--- src/rtl/cv32e40p_fpu_arb_pkg.sv ---
// Shared types and helpers for the cluster FPU arbiter.
//   fpu_class_e : operation latency class (add/mul vs. others)
//   lat_of      : pipeline depth of a class given the two configured depths
//   max_lat     : larger of two depths, used to size the result-slot window
package cv32e40p_fpu_arb_pkg;

  typedef enum logic {
    FPU_CLASS_ADDMUL = 1'b0,
    FPU_CLASS_OTHERS = 1'b1
  } fpu_class_e;

  function automatic int unsigned lat_of(input fpu_class_e  cls,
                                         input int unsigned addmul_lat,
                                         input int unsigned others_lat);
    return (cls == FPU_CLASS_OTHERS) ? others_lat : addmul_lat;
  endfunction

  function automatic int unsigned max_lat(input int unsigned a,
                                          input int unsigned b);
    return (a > b) ? a : b;
  endfunction

endpackage

--- src/rtl/cv32e40p_rr_arb.sv ---
// Round-robin arbiter: picks the first requester at or after ptr_i,
// wrapping modulo N.
//   req_i   : request vector
//   ptr_i   : highest-priority index this cycle (must be < N)
//   gnt_o   : one-hot grant, zero when nothing requests
//   idx_o   : index of the granted requester, zero when idle
//   valid_o : any request present
module cv32e40p_rr_arb #(
  parameter int unsigned N     = 2,
  parameter int unsigned IDX_W = (N > 1) ? $clog2(N) : 1
) (
  input  logic [N-1:0]     req_i,
  input  logic [IDX_W-1:0] ptr_i,
  output logic [N-1:0]     gnt_o,
  output logic [IDX_W-1:0] idx_o,
  output logic             valid_o
);

  localparam int unsigned SW = IDX_W + 1;

  logic [N-1:0]     rot;
  logic [IDX_W-1:0] off;
  logic             found;
  logic [SW-1:0]    sum;

  always_comb begin
    // Rotate so the pointer position lands at bit 0; the first set bit is
    // then the offset of the winner from the pointer.
    rot   = N'({req_i, req_i} >> ptr_i);
    off   = '0;
    found = 1'b0;
    for (int unsigned j = 0; j < N; j++) begin
      if (!found && rot[j]) begin
        found = 1'b1;
        off   = IDX_W'(j);
      end
    end
    sum = {1'b0, ptr_i} + {1'b0, off};
    if (sum >= SW'(N)) sum = sum - SW'(N);
    valid_o = |req_i;
    idx_o   = valid_o ? sum[IDX_W-1:0] : '0;
    gnt_o   = '0;
    for (int unsigned k = 0; k < N; k++) begin
      gnt_o[k] = valid_o && (idx_o == IDX_W'(k));
    end
  end

endmodule

--- src/rtl/cv32e40p_fpu_arbiter.sv ---
// Shares one fixed-latency FPU between NUM_CORES cores. One op is issued per
// cycle, round-robin, and only when its writeback slot is free so results of
// the two latency classes never collide. A shadow tag pipeline routes each
// result back to the core that issued it.
//   clk_i, rst_i   : clock, async active-high reset
//   core_req_i     : per-core request
//   core_class_i   : per-core op class (0 addmul, 1 others)
//   core_gnt_o     : one-hot grant (same cycle as request)
//   core_rvalid_o  : one-hot result valid
//   fpu_req_o      : request to the FPU
//   fpu_class_o    : class of the selected op
//   fpu_id_o       : selected core (operand mux select)
//   fpu_gnt_i      : FPU accepts the request
//   fpu_rvalid_i   : FPU result valid
//   err_o          : sticky result-timing mismatch
module cv32e40p_fpu_arbiter
  import cv32e40p_fpu_arb_pkg::*;
#(
  parameter int unsigned  NUM_CORES  = 2,
  parameter int unsigned  ADDMUL_LAT = 0,
  parameter int unsigned  OTHERS_LAT = 0,
  localparam int unsigned ID_W       = (NUM_CORES > 1) ? $clog2(NUM_CORES) : 1
) (
  input  logic                 clk_i,
  input  logic                 rst_i,
  input  logic [NUM_CORES-1:0] core_req_i,
  input  logic [NUM_CORES-1:0] core_class_i,
  output logic [NUM_CORES-1:0] core_gnt_o,
  output logic [NUM_CORES-1:0] core_rvalid_o,
  output logic                 fpu_req_o,
  output logic                 fpu_class_o,
  output logic [ID_W-1:0]      fpu_id_o,
  input  logic                 fpu_gnt_i,
  input  logic                 fpu_rvalid_i,
  output logic                 err_o
);

  localparam int unsigned D        = max_lat(ADDMUL_LAT, OTHERS_LAT) + 1;
  localparam int unsigned SETTLE_W = $clog2(D + 1);

  logic [D-1:0]            res_q, res_d;
  logic [D-1:0][ID_W-1:0]  tag_q, tag_d;
  logic [NUM_CORES-1:0]    busy_q, busy_d;
  logic [ID_W-1:0]         ptr_q, ptr_d;
  logic                    err_q, err_d;
  logic [SETTLE_W-1:0]     settle_q, settle_d;

  logic [D:0]              res_ext;
  logic [D:0]              res_sh;
  logic [NUM_CORES-1:0]    rvalid;
  logic [NUM_CORES-1:0]    elig;
  logic [NUM_CORES-1:0]    arb_gnt;
  logic [ID_W-1:0]         sel_idx;
  logic                    sel_valid;
  logic                    issue;
  logic                    settling;
  int unsigned             sel_lat;

  // Extra zero on top so a slot index equal to D reads as free.
  assign res_ext = {1'b0, res_q};

  always_comb begin
    rvalid = '0;
    for (int unsigned k = 0; k < NUM_CORES; k++) begin
      rvalid[k] = fpu_rvalid_i & res_q[0] & (tag_q[0] == ID_W'(k));
    end
  end

  // A core whose result arrives this cycle may reissue immediately.
  always_comb begin
    elig   = '0;
    res_sh = '0;
    for (int unsigned k = 0; k < NUM_CORES; k++) begin
      res_sh  = res_ext >> (lat_of(fpu_class_e'(core_class_i[k]), ADDMUL_LAT, OTHERS_LAT) + 1);
      elig[k] = core_req_i[k] & (~busy_q[k] | rvalid[k]) & ~res_sh[0];
    end
    if (rst_i) elig = '0;
  end

  cv32e40p_rr_arb #(
    .N     (NUM_CORES),
    .IDX_W (ID_W)
  ) u_rr_arb (
    .req_i   (elig),
    .ptr_i   (ptr_q),
    .gnt_o   (arb_gnt),
    .idx_o   (sel_idx),
    .valid_o (sel_valid)
  );

  assign fpu_req_o     = sel_valid;
  assign fpu_id_o      = sel_idx;
  assign fpu_class_o   = sel_valid & core_class_i[sel_idx];
  assign sel_lat       = lat_of(fpu_class_e'(fpu_class_o), ADDMUL_LAT, OTHERS_LAT);
  assign issue         = sel_valid & fpu_gnt_i;
  assign core_gnt_o    = issue ? arb_gnt : '0;
  assign core_rvalid_o = rvalid;
  assign err_o         = err_q;

  // Results still in the FPU when reset hit have no slot; for D cycles after
  // release a stray fpu_rvalid_i is treated as one of those and ignored.
  assign settling = (settle_q != SETTLE_W'(D));

  always_comb begin
    res_d    = res_q >> 1;
    tag_d    = tag_q >> ID_W;
    ptr_d    = ptr_q;
    busy_d   = (busy_q & ~rvalid) | core_gnt_o;
    settle_d = settling ? settle_q + 1'b1 : settle_q;
    err_d    = err_q | ((fpu_rvalid_i != res_q[0]) & ~(settling & ~res_q[0]));
    if (issue) begin
      res_d = res_d | (D'(1) << sel_lat);
      for (int unsigned s = 0; s < D; s++) begin
        if (s == sel_lat) tag_d[s] = sel_idx;
      end
      ptr_d = (sel_idx == ID_W'(NUM_CORES - 1)) ? '0 : sel_idx + 1'b1;
    end
  end

  always_ff @(posedge clk_i or posedge rst_i) begin
    if (rst_i) begin
      res_q    <= '0;
      tag_q    <= '0;
      busy_q   <= '0;
      ptr_q    <= '0;
      err_q    <= 1'b0;
      settle_q <= '0;
    end else begin
      res_q    <= res_d;
      tag_q    <= tag_d;
      busy_q   <= busy_d;
      ptr_q    <= ptr_d;
      err_q    <= err_d;
      settle_q <= settle_d;
    end
  end

endmodule
--- config.mk ---
export PLATFORM = sky130hd
export DESIGN_NAME = cv32e40p_fpu_arbiter
export DESIGN_NICKNAME = d
export VERILOG_FILES = /design/src/rtl/cv32e40p_fpu_arb_pkg.sv /design/src/rtl/cv32e40p_rr_arb.sv /design/src/rtl/cv32e40p_fpu_arbiter.sv
export SDC_FILE = /design/constraint.sdc
export NUM_CORES = 1
export LEC_CHECK = 0
export BUFFER_PORTS_ARGS = -buffer_cell sky130_fd_sc_hd__buf_4
export CAP_MARGIN = 15
export CORE_AREA = 2 2 39 41
export CTS_BUF_LIST = sky130_fd_sc_hd__clkbuf_4 sky130_fd_sc_hd__clkbuf_8
export CTS_CLUSTER_DIAMETER = 200
export DETAILED_ROUTE_END_ITERATION = 10
export DIE_AREA = 0 0 41 43
export GPL_TIMING_DRIVEN = 0
export HOLD_SLACK_MARGIN = 0.05
export PLACE_DENSITY_LB_ADDON = 0.3
export SYNTH_ARGS = -nofsm -noshare
export SYNTH_HDL_FRONTEND = slang
export SYNTH_HIERARCHICAL = 1
export SYNTH_SLANG_ARGS = --single-unit
--- constraint.sdc ---
create_clock -name clk_i -period 3.2 [get_ports clk_i]
set_input_delay 0.96 -clock clk_i [delete_from_list [all_inputs] [get_ports clk_i]]
set_output_delay 0.96 -clock clk_i [all_outputs]
set_load 0.05 [all_outputs]
======== Word-level counts from Yosys, hierarchy flattened ========
Index checks and enable logic that the tools add are counted.
storage, ports and cells
  register bits after elaboration ......... 7
  latch bits .............................. 0
  RAM bits ................................ 0
  ROM bits ................................ 0
  memories kept ........................... 0
operators by class
  add/subtract/negate cells ............... 4
  multipliers ............................. 0
  div/mod/pow operators ................... 0
  magnitude comparators ................... 2
  equality and inequality tests ........... 1
  shift-type cells ........................ 1
  multiplexer cells ....................... 12
  bitwise gates (word level) .............. 22
  reductions and logical operators ........ 5
operator list
  kind                                                       count
  2-to-1 mux 1 bit                                           10
  bitwise AND 1 bit                                          9
  NOT 1 bit                                                  7
  2-to-1 mux 2 bit                                           2
  right shift 4 x 1 -> 2 bit                                 1
  logical AND 1 bit                                          3
  OR 1 bit                                                   3
  adder 1 bit (second input constant)                        2
  adder 1 x 1 -> 2 bit                                       1
  bitwise AND 2 bit                                          1
  greater-or-equal comparator 2 bit (second input constant)  1
  < comparator 1 x 2 -> 1 bit (second input constant)        1
  NOT 2 bit                                                  1
  OR 2 bit                                                   1
  OR reduction 2 bit                                         1
  zero test 1 bit                                            1
  != test 1 bit                                              1
  subtractor 1 bit (second input constant)                   1

======== Longest topological paths before layout ========
Gate-level depths: netlist of the first run.
  depth after elaboration ................. 18
  depth in mapped cells ................... 7
  mapped depth without buffers ............ 6

======== Modules after synthesis ========
Netlist of the first run, hierarchy kept.
modules (own cells, without submodules)
  module                instances  cells each  area an instance (µm²)  sequential area each (µm²)
  cv32e40p_fpu_arbiter  1          30          319.1                   175.2
  cv32e40p_rr_arb       1          5           32.5                    0.0

======== Least setup slack after synthesis of the first run ========
OpenSTA, ideal clock, no wires.
  path kind ............................... input port to output port
  start ................................... input port fpu_rvalid_i
  end ..................................... output port fpu_class_o
  arrival time ............................ 3240 ps
  required time ........................... 2240 ps
  path slack .............................. -1000 ps
  stages on the path ...................... 6
  buffers on the path ..................... 0
  path through ............................ ha_1 -> nand2_1 -> a21oi_1 -> a21boi_1 -> mux2i_1 -> nor2b_1
on the way
  cells in the longest elaborated chain, start to end .. 17
RTL lines
  element                                                                line                        RTL
  start: declaration                                                     cv32e40p_fpu_arbiter.sv:34  input logic fpu_rvalid_i,
  bitwise AND 1 bit (*) (2 in series)                                    cv32e40p_fpu_arbiter.sv:65  rvalid[k] = fpu_rvalid_i & res_q[0] & (tag_q[0] == ID_W'(k));
  OR 1 bit (*)                                                           cv32e40p_fpu_arbiter.sv:75  elig[k] = core_req_i[k] & (~busy_q[k] | rvalid[k]) & ~res_sh[0];
  bitwise AND 1 bit (*)                                                  cv32e40p_fpu_arbiter.sv:75
  2-to-1 mux 2 bit (*)                                                   cv32e40p_fpu_arbiter.sv:77  if (rst_i) elig = '0;
  net elig[1]                                                            cv32e40p_fpu_arbiter.sv:51  logic [NUM_CORES-1:0] elig;
  right shift 4 x 1 -> 2 bit                                             cv32e40p_rr_arb.sv:29       rot = N'({req_i, req_i} >> ptr_i);
  2-to-1 mux 1 bit                                                       cv32e40p_rr_arb.sv:33       if (!found && rot[j]) begin
  zero test 1 bit                                                        cv32e40p_rr_arb.sv:33
  logical AND 1 bit                                                      cv32e40p_rr_arb.sv:33
  2-to-1 mux 1 bit                                                       cv32e40p_rr_arb.sv:33
  adder 1 x 1 -> 2 bit                                                   cv32e40p_rr_arb.sv:38       sum = {1'b0, ptr_i} + {1'b0, off};
  greater-or-equal comparator 2 bit or subtractor 1 bit (tied branches)  cv32e40p_rr_arb.sv:39       if (sum >= SW'(N)) sum = sum - SW'(N);
  2-to-1 mux 1 bit                                                       cv32e40p_rr_arb.sv:39
  2-to-1 mux 1 bit (*)                                                   cv32e40p_rr_arb.sv:41       idx_o = valid_o ? sum[IDX_W-1:0] : '0;
  net fpu_id_o                                                           cv32e40p_fpu_arbiter.sv:32  output logic [ID_W-1:0] fpu_id_o,
  2-to-1 mux 1 bit (not written as such) (*) (2 in series)               cv32e40p_fpu_arbiter.sv:93  assign fpu_class_o = sel_valid & core_class_i[sel_idx];
  bitwise AND 1 bit (*)                                                  cv32e40p_fpu_arbiter.sv:93
  end: declaration                                                       cv32e40p_fpu_arbiter.sv:31  output logic fpu_class_o,
Mark *: on every way through the listed nets, which the timed path passes. The rest lies on a longest branch. The select of a mux whose other input is x is not followed.

======== Worst setup path in the final report of the first run ========
  start ................................... input port fpu_rvalid_i
  end ..................................... output port fpu_class_o
on the way
  cells in the longest elaborated chain, start to end .. 17
RTL lines
  element                                                                line
  bitwise AND 1 bit (*) (2 in series)                                    cv32e40p_fpu_arbiter.sv:65
  OR 1 bit (*)                                                           cv32e40p_fpu_arbiter.sv:75
  bitwise AND 1 bit (*)                                                  cv32e40p_fpu_arbiter.sv:75
  2-to-1 mux 2 bit (*)                                                   cv32e40p_fpu_arbiter.sv:77
  net elig[0]                                                            cv32e40p_fpu_arbiter.sv:51
  right shift 4 x 1 -> 2 bit                                             cv32e40p_rr_arb.sv:29
  2-to-1 mux 1 bit                                                       cv32e40p_rr_arb.sv:33
  zero test 1 bit                                                        cv32e40p_rr_arb.sv:33
  logical AND 1 bit                                                      cv32e40p_rr_arb.sv:33
  2-to-1 mux 1 bit                                                       cv32e40p_rr_arb.sv:33
  adder 1 x 1 -> 2 bit                                                   cv32e40p_rr_arb.sv:38
  greater-or-equal comparator 2 bit or subtractor 1 bit (tied branches)  cv32e40p_rr_arb.sv:39
  2-to-1 mux 1 bit                                                       cv32e40p_rr_arb.sv:39
  2-to-1 mux 1 bit                                                       cv32e40p_rr_arb.sv:41
  2-to-1 mux 1 bit (not written as such) (2 in series)                   cv32e40p_fpu_arbiter.sv:93
  bitwise AND 1 bit (*)                                                  cv32e40p_fpu_arbiter.sv:93
Marks and branches as above.

==> results of run 1 <==
per-stage QoR:
stage               cells  setup slack (ns)  utilization
finish                 73            0.0636        0.445
CTS                    71            0.0110        0.415
global route           73          -0.00864        0.445
detailed placement     66           -0.0296        0.382
floorplan              35           0.00128            -
global placement       66           -0.0204        0.382
flip-flops by register name, indices dropped and copies added, names as in the netlist:
name and count:
ptr_q 1, err_o 1, tag_q 1, res_q 1, busy_q 2, settle_q 1
cell usage after synthesis:
cell type	count
a21boi_1	2
a21o_1	2
a21oi_1	2
and2_4	1
and3_1	3
buf_4	1
conb_1	1
dfrtp_1	7
ha_1	1
inv_1	5
mux2i_1	2
nand2_1	1
nand2b_1	4
nor2b_1	1
o21ai_0	1
or2_1	1
final cells by class:
class                           count  area (µm²)
Sequential cell                     7         175
Fill cell                         143         768
Tap cell                           16        20.0
Multi-Input combinational cell     22         214
Clock buffer                        4        30.0
Buffer                              1        11.3
Timing Repair Buffer               18         146
Inverter                            5        18.8
worst max-delay path, delay by kind of cell:
family | cells | cell delay, ns
AOI/OAI and AO/OA | 2 | 0.32
muxes | 1 | 0.28
buffers and inverters | 2 | 0.27
and+or+nand+nor | 2 | 0.18
adders and majority gates | 1 | 0.16
metal layers:
layer  up-vias  wire length, µm  GRT usage
met1       136              287      0.128
met3         0               44     0.0157
li1        155                -          -
met2        11              344      0.103
met4         0                0      0.100
met5         -                0          0
power by group through the flow:
stage          registers, mW  logic, mW  clock network (mW)
2_1_floorplan          0.120     0.0927                   0
3_3_place_gp           0.123      0.119                   0
3_5_place_dp           0.124      0.120                   0
4_1_cts                0.122      0.126              0.0886
5_1_grt                0.127      0.142              0.0931
6_report               0.126      0.133              0.0843
repair_timing:
item | in CTS | in global routing
buffers inserted | 1 | 2
hold buffers | 0 | 0
resized for setup | 2 | 4
endpoints found under the setup margin | 2 | 3
pin swaps | 1 | 2
cells by family (layout without fill, tap and decap cells):
logic type / count (synthesis) / in the layout / synth area share
buf+inv: 6 / 28 / 0.0747
other cells: 1 / 1 / 0.0107
flops: 7 / 7 / 0.498
compound gates: 7 / 7 / 0.128
simple gates: 11 / 11 / 0.196
mux: 2 / 2 / 0.0569
fa+ha+maj: 1 / 1 / 0.0356
worst min-delay path by stage:
stage                     startpoint  endpoint  slack, ns  depth (start not counted)
after floorplan             settle_q     err_o       0.46                          2
after global placement         err_o     err_o       0.45                          1
after detailed placement       err_o     err_o       0.45                          1
after CTS                      err_o     err_o       0.47                          1
after global routing           err_o     err_o       0.51                          1
final                          err_o     err_o       0.46                          1
==> summary.txt, run 1 <==
Outcome
  • Status: finished, final reports clean

Logic synthesis
  • Syn nets: 44
  • Syn Area/Cell: 10.0 µm²
  • Sequential share of the synthesized area: 0.498
  • Synth top area share: 0.498
  • Cell count after synthesis: 35
  • #FFs+latches synth: 7
  • Ranking of synthesized cells by area: dfrtp_1, nand2b_1, mux2i_1
  • Yosys warning total: 6
  • Leading area contributor after synthesis: dfrtp_1
  • Mapped Area: 352 µm²
  • Library cells used by synthesis: 16

Layout
  • Area growth, synth to finish: 75.1%
  • Ant. Diodes: 0
  • Most frequent cells in the layout: buf_4, dfrtp_1, inv_1, nand2b_1, clkbuf_4
  • Most common cell after layout, fill and taps aside: buf_4
  • Fraction of layout cells with a size suffix above 1: 0.596
  • Final Cell Area: 616 µm²
  • Final net count: 67

Power
  • P_int: 0.226 mW
  • Pwr dens: 557 nW/µm²
  • Leakage: 0.340 nW
  • Worst vdd ir: 0.239 mV
  • Clock Power Share: 0.246
  • Sw Ratio: 0.340
  • Gate power share: 0.387
  • Total power: 0.343 mW
  • Reg power frac: 0.367
  • Net Switching: 0.116 mW

Drt
  • Wire per inst: 9.26 µm
  • Drt first pass iters: 1
  • Via count: 302
  • DRT iter0 DRCs: 0
  • Post-DRT Antenna Nets: 0
  • Residual DRC: 0
  • DR vias/cell: 4.14
  • Total wire length: 676 µm

Critical path
  • CP startpoint kind: input pin
  • Worst R2R Path Depth: 7
  • WP data required: 2.24 ns
  • Worst r2r src: res_q
  • Endpoint class of the critical path: output port
  • Crit-path max FO: 5
  • CP Launch Point: fpu_rvalid_i
  • Critical path endpoint: fpu_class_o
  • R2R Path End: busy_q[0]
  • Flop2flop setup slack: 1.59 ns
  • Critical path type: in2out
  • Data arrival, critical path: 2.18 ns
  • Crit-path max cell delay: 0.28 ns
  • CP max stage cell: mux2i_2
  • Crit path cell chain: buf_4 -> ha_4 -> nand2b_1 -> a21oi_2 -> a21boi_4 -> mux2i_2 -> nor2b_4 -> buf_8

Floorplanning
  • Die ar.: 1760 µm²
  • Row Count: 14
  • I/O Pins: 16
  • Initial Util: 0.254
  • Core area: 1380 µm²
  • Die Wd: 41 µm
  • DIE HEIGHT: 43 µm

Clock network
  • Worst-path clk slew: 0.05 ns
  • Number of CTS-inserted buffers: 3
  • Clock Tree Buf Depth: 2
  • CTS tree: yes
  • CTS Root Cell: clkbuf_4
  • H-Tree Level Count: 1
  • Clock latency on the worst-skew pair: 0.24 ns
  • Clock sinks: 7

Placement
  • Port bufs: 15
  • Global placer's final weighted congestion: 0.689
  • Hpwl dp: 523 µm
  • Placed Area: 529 µm²

Job
  • Max Cap Violations: 0

GRT
  • Initial antenna violation count: 0
  • Largest net degree at the start of global routing: 8
  • Tot GR Track Use: 0.0905
  • GRT overflow: 0
  • Vias in the first global route: 275
  • First-pass GRT wire length: 1030 µm

Timing
  • Tcrit/Tclk final: 0.980
  • Final number of hold-violating endpoints: 0
  • Slew Limit Fails: 0
  • Setup TNS: 0 ns
  • Post-route minimum period: 3.14 ns
  • Setup violators final: 0
  • Final Hold Slack: 0.461 ns
  • Setup Skew: 0.00284 ns
  • Maximum clock rate: 0.319 GHz

Min path
  • Min-delay worst type: reg2reg
Power figures use the tool's default switching activity.
==> run 2: changes to the inputs <==
Clock period 3.2 ns to 2.7 ns, I/O delays scaled along.
==> run 2 against run 1 <==
- the flow now finishes with violations (setup timing)
- hold slack better by 0.0030 ns
- cell area is 8.9% higher
- die area stayed put
- critical endpoint unchanged
- core utilization is 4.0 points higher
- count of clock-buffer cells in the layout stayed put
- non-clock buffer count is 2 higher
- clock skew is 0.0024 ns higher
==> summary.txt, run 2 (same netlist as run 1, synthesis figures left out) <==
Floorplanning
  • Core area: 1380 µm²
  • I/O Pins: 16
  • Row Count: 14
  • DIE HEIGHT: 43 µm
  • Die ar.: 1760 µm²
  • Die Wd: 41 µm
  • Initial Util: 0.254

Drt
  • Drt first pass iters: 2
  • Post-DRT Antenna Nets: 0
  • Wire per inst: 9.73 µm
  • Total wire length: 730 µm
  • Residual DRC: 0
  • DRT iter0 DRCs: 1
  • DR vias/cell: 4.27
  • Via count: 320

Power
  • Leakage: 0.359 nW
  • Worst vdd ir: 0.371 mV
  • Total power: 0.422 mW
  • Pwr dens: 629 nW/µm²

GRT
  • Tot GR Track Use: 0.109
  • Vias in the first global route: 283
  • First-pass GRT wire length: 1180 µm
  • Largest net degree at the start of global routing: 8
  • GRT overflow: 0
  • Initial antenna violation count: 0

Clock network
  • CTS Root Cell: clkbuf_4
  • CTS tree: yes
  • H-Tree Level Count: 1
  • Clock sinks: 7
  • Clock Tree Buf Depth: 2
  • Clock latency on the worst-skew pair: 0.24 ns
  • Worst-path clk slew: 0.05 ns
  • Hold buffers post-CTS: 0
  • Number of CTS-inserted buffers: 3

Layout
  • Max reg flops: 2
  • Reg area: 175 µm²
  • Most common cell after layout, fill and taps aside: buf_4
  • Layout Cells excl Fill: 75
  • Area growth, synth to finish: 90.7%
  • Fin util: 0.485
  • Final net count: 69
  • Ant. Diodes: 0
  • Fillcell total: 131
  • Fraction of layout cells with a size suffix above 1: 0.644
  • Most flops, register: busy_q
  • Area of the multi-input gates: 243 µm²
  • Most frequent cells in the layout: buf_4, dfrtp_1, inv_1, clkbuf_4, buf_6
  • Final Cell Area: 671 µm²

Critical path
  • WP data required: 1.89 ns
  • Endpoint class of the critical path: output port
  • Crit-path max cell delay: 0.28 ns
  • Crit-path max FO: 4
  • CP startpoint kind: input pin
  • Critical path type: in2out
  • CP max stage cell: mux2i_2
  • Crit path cell chain: buf_6 -> ha_4 -> nand2_4 -> a21oi_4 -> a21boi_4 -> mux2i_2 -> nor2b_4 -> buf_8
  • Data arrival, critical path: 1.97 ns

Outcome
  • Status: finished, violations left
  • Failing checks: setup timing

Placement
  • Global placer's final weighted congestion: 0.628
  • Placed Area: 543 µm²
  • Hpwl dp: 531 µm
  • # placed instances: 66
  • Port bufs: 15
  • Pre-CTS setup slack: -0.196 ns

Timing
  • Slew Limit Fails: 0
  • Setup ws final: -0.0844 ns
  • Tcrit/Tclk final: 1.03
  • Setup violators final: 2
  • Setup Skew: 0.00525 ns
  • Final number of hold-violating endpoints: 0
  • Final Hold Slack: 0.464 ns
  • Post-route minimum period: 2.78 ns
  • Setup TNS: -0.115 ns
  • Maximum clock rate: 0.359 GHz
  • RSZ-0062 raised after global routing: yes

Min path
  • Min-delay worst type: reg2reg

Job
  • Max Cap Violations: 0
-- run 2: power breakdown --
| part | leakage, nW | internal (mW) | switching, mW |
|---|---|---|---|
| clock | 0.0184 | 0.0661 | 0.0346 |
| sequential | 0.0810 | 0.128 | 0.0235 |
| combinational | 0.259 | 0.0823 | 0.0868 |
-- run 2: cell type report --
class,count,area share
Multi-Input combinational cell,22,0.362
Sequential cell,7,0.261
Timing Repair Buffer,20,0.257
Clock buffer,4,0.0448
Tap cell,16,0.0299
Inverter,5,0.0280
Buffer,1,0.0168
-- run 2: final timing paths --
check | start | to | slack [ns] | cells after the start
min | err_o | err_o | 0.46 | 1
max reg2reg | res_q | busy_q[1] | 1.08 | 8
max | fpu_rvalid_i | fpu_class_o | -0.08 | 8
min reg2reg | err_o | err_o | 0.46 | 1
max in group asynchronous | rst_i | err_o | 2.00 | 2
min in group asynchronous | rst_i | busy_q[1] | 0.50 | 2
-- run 2: metal layers --
layer  vias to the layer above  track usage  part of all wire
met5                         -            0                 0
met4                         0        0.120             0.019
met3                         2       0.0366             0.067
met2                        14        0.131              0.51
met1                       146        0.133              0.40
li1                        158            -                 -
-- run 2: worst max-delay path: cells and delay by family --
kind	cells	cell delay, ns
AO/OA/AOI/OAI	2	0.38
adder cells (fa/ha/maj)	1	0.15
buffers and inverters	2	0.23
multiplexers	1	0.28
AND/OR/NAND/NOR	2	0.12
-- run 2: timing repair --
item,CTS,global route
endpoints found under the setup margin,3,3
resized for setup,10,2
pin swaps,2,1
buffers inserted,4,1
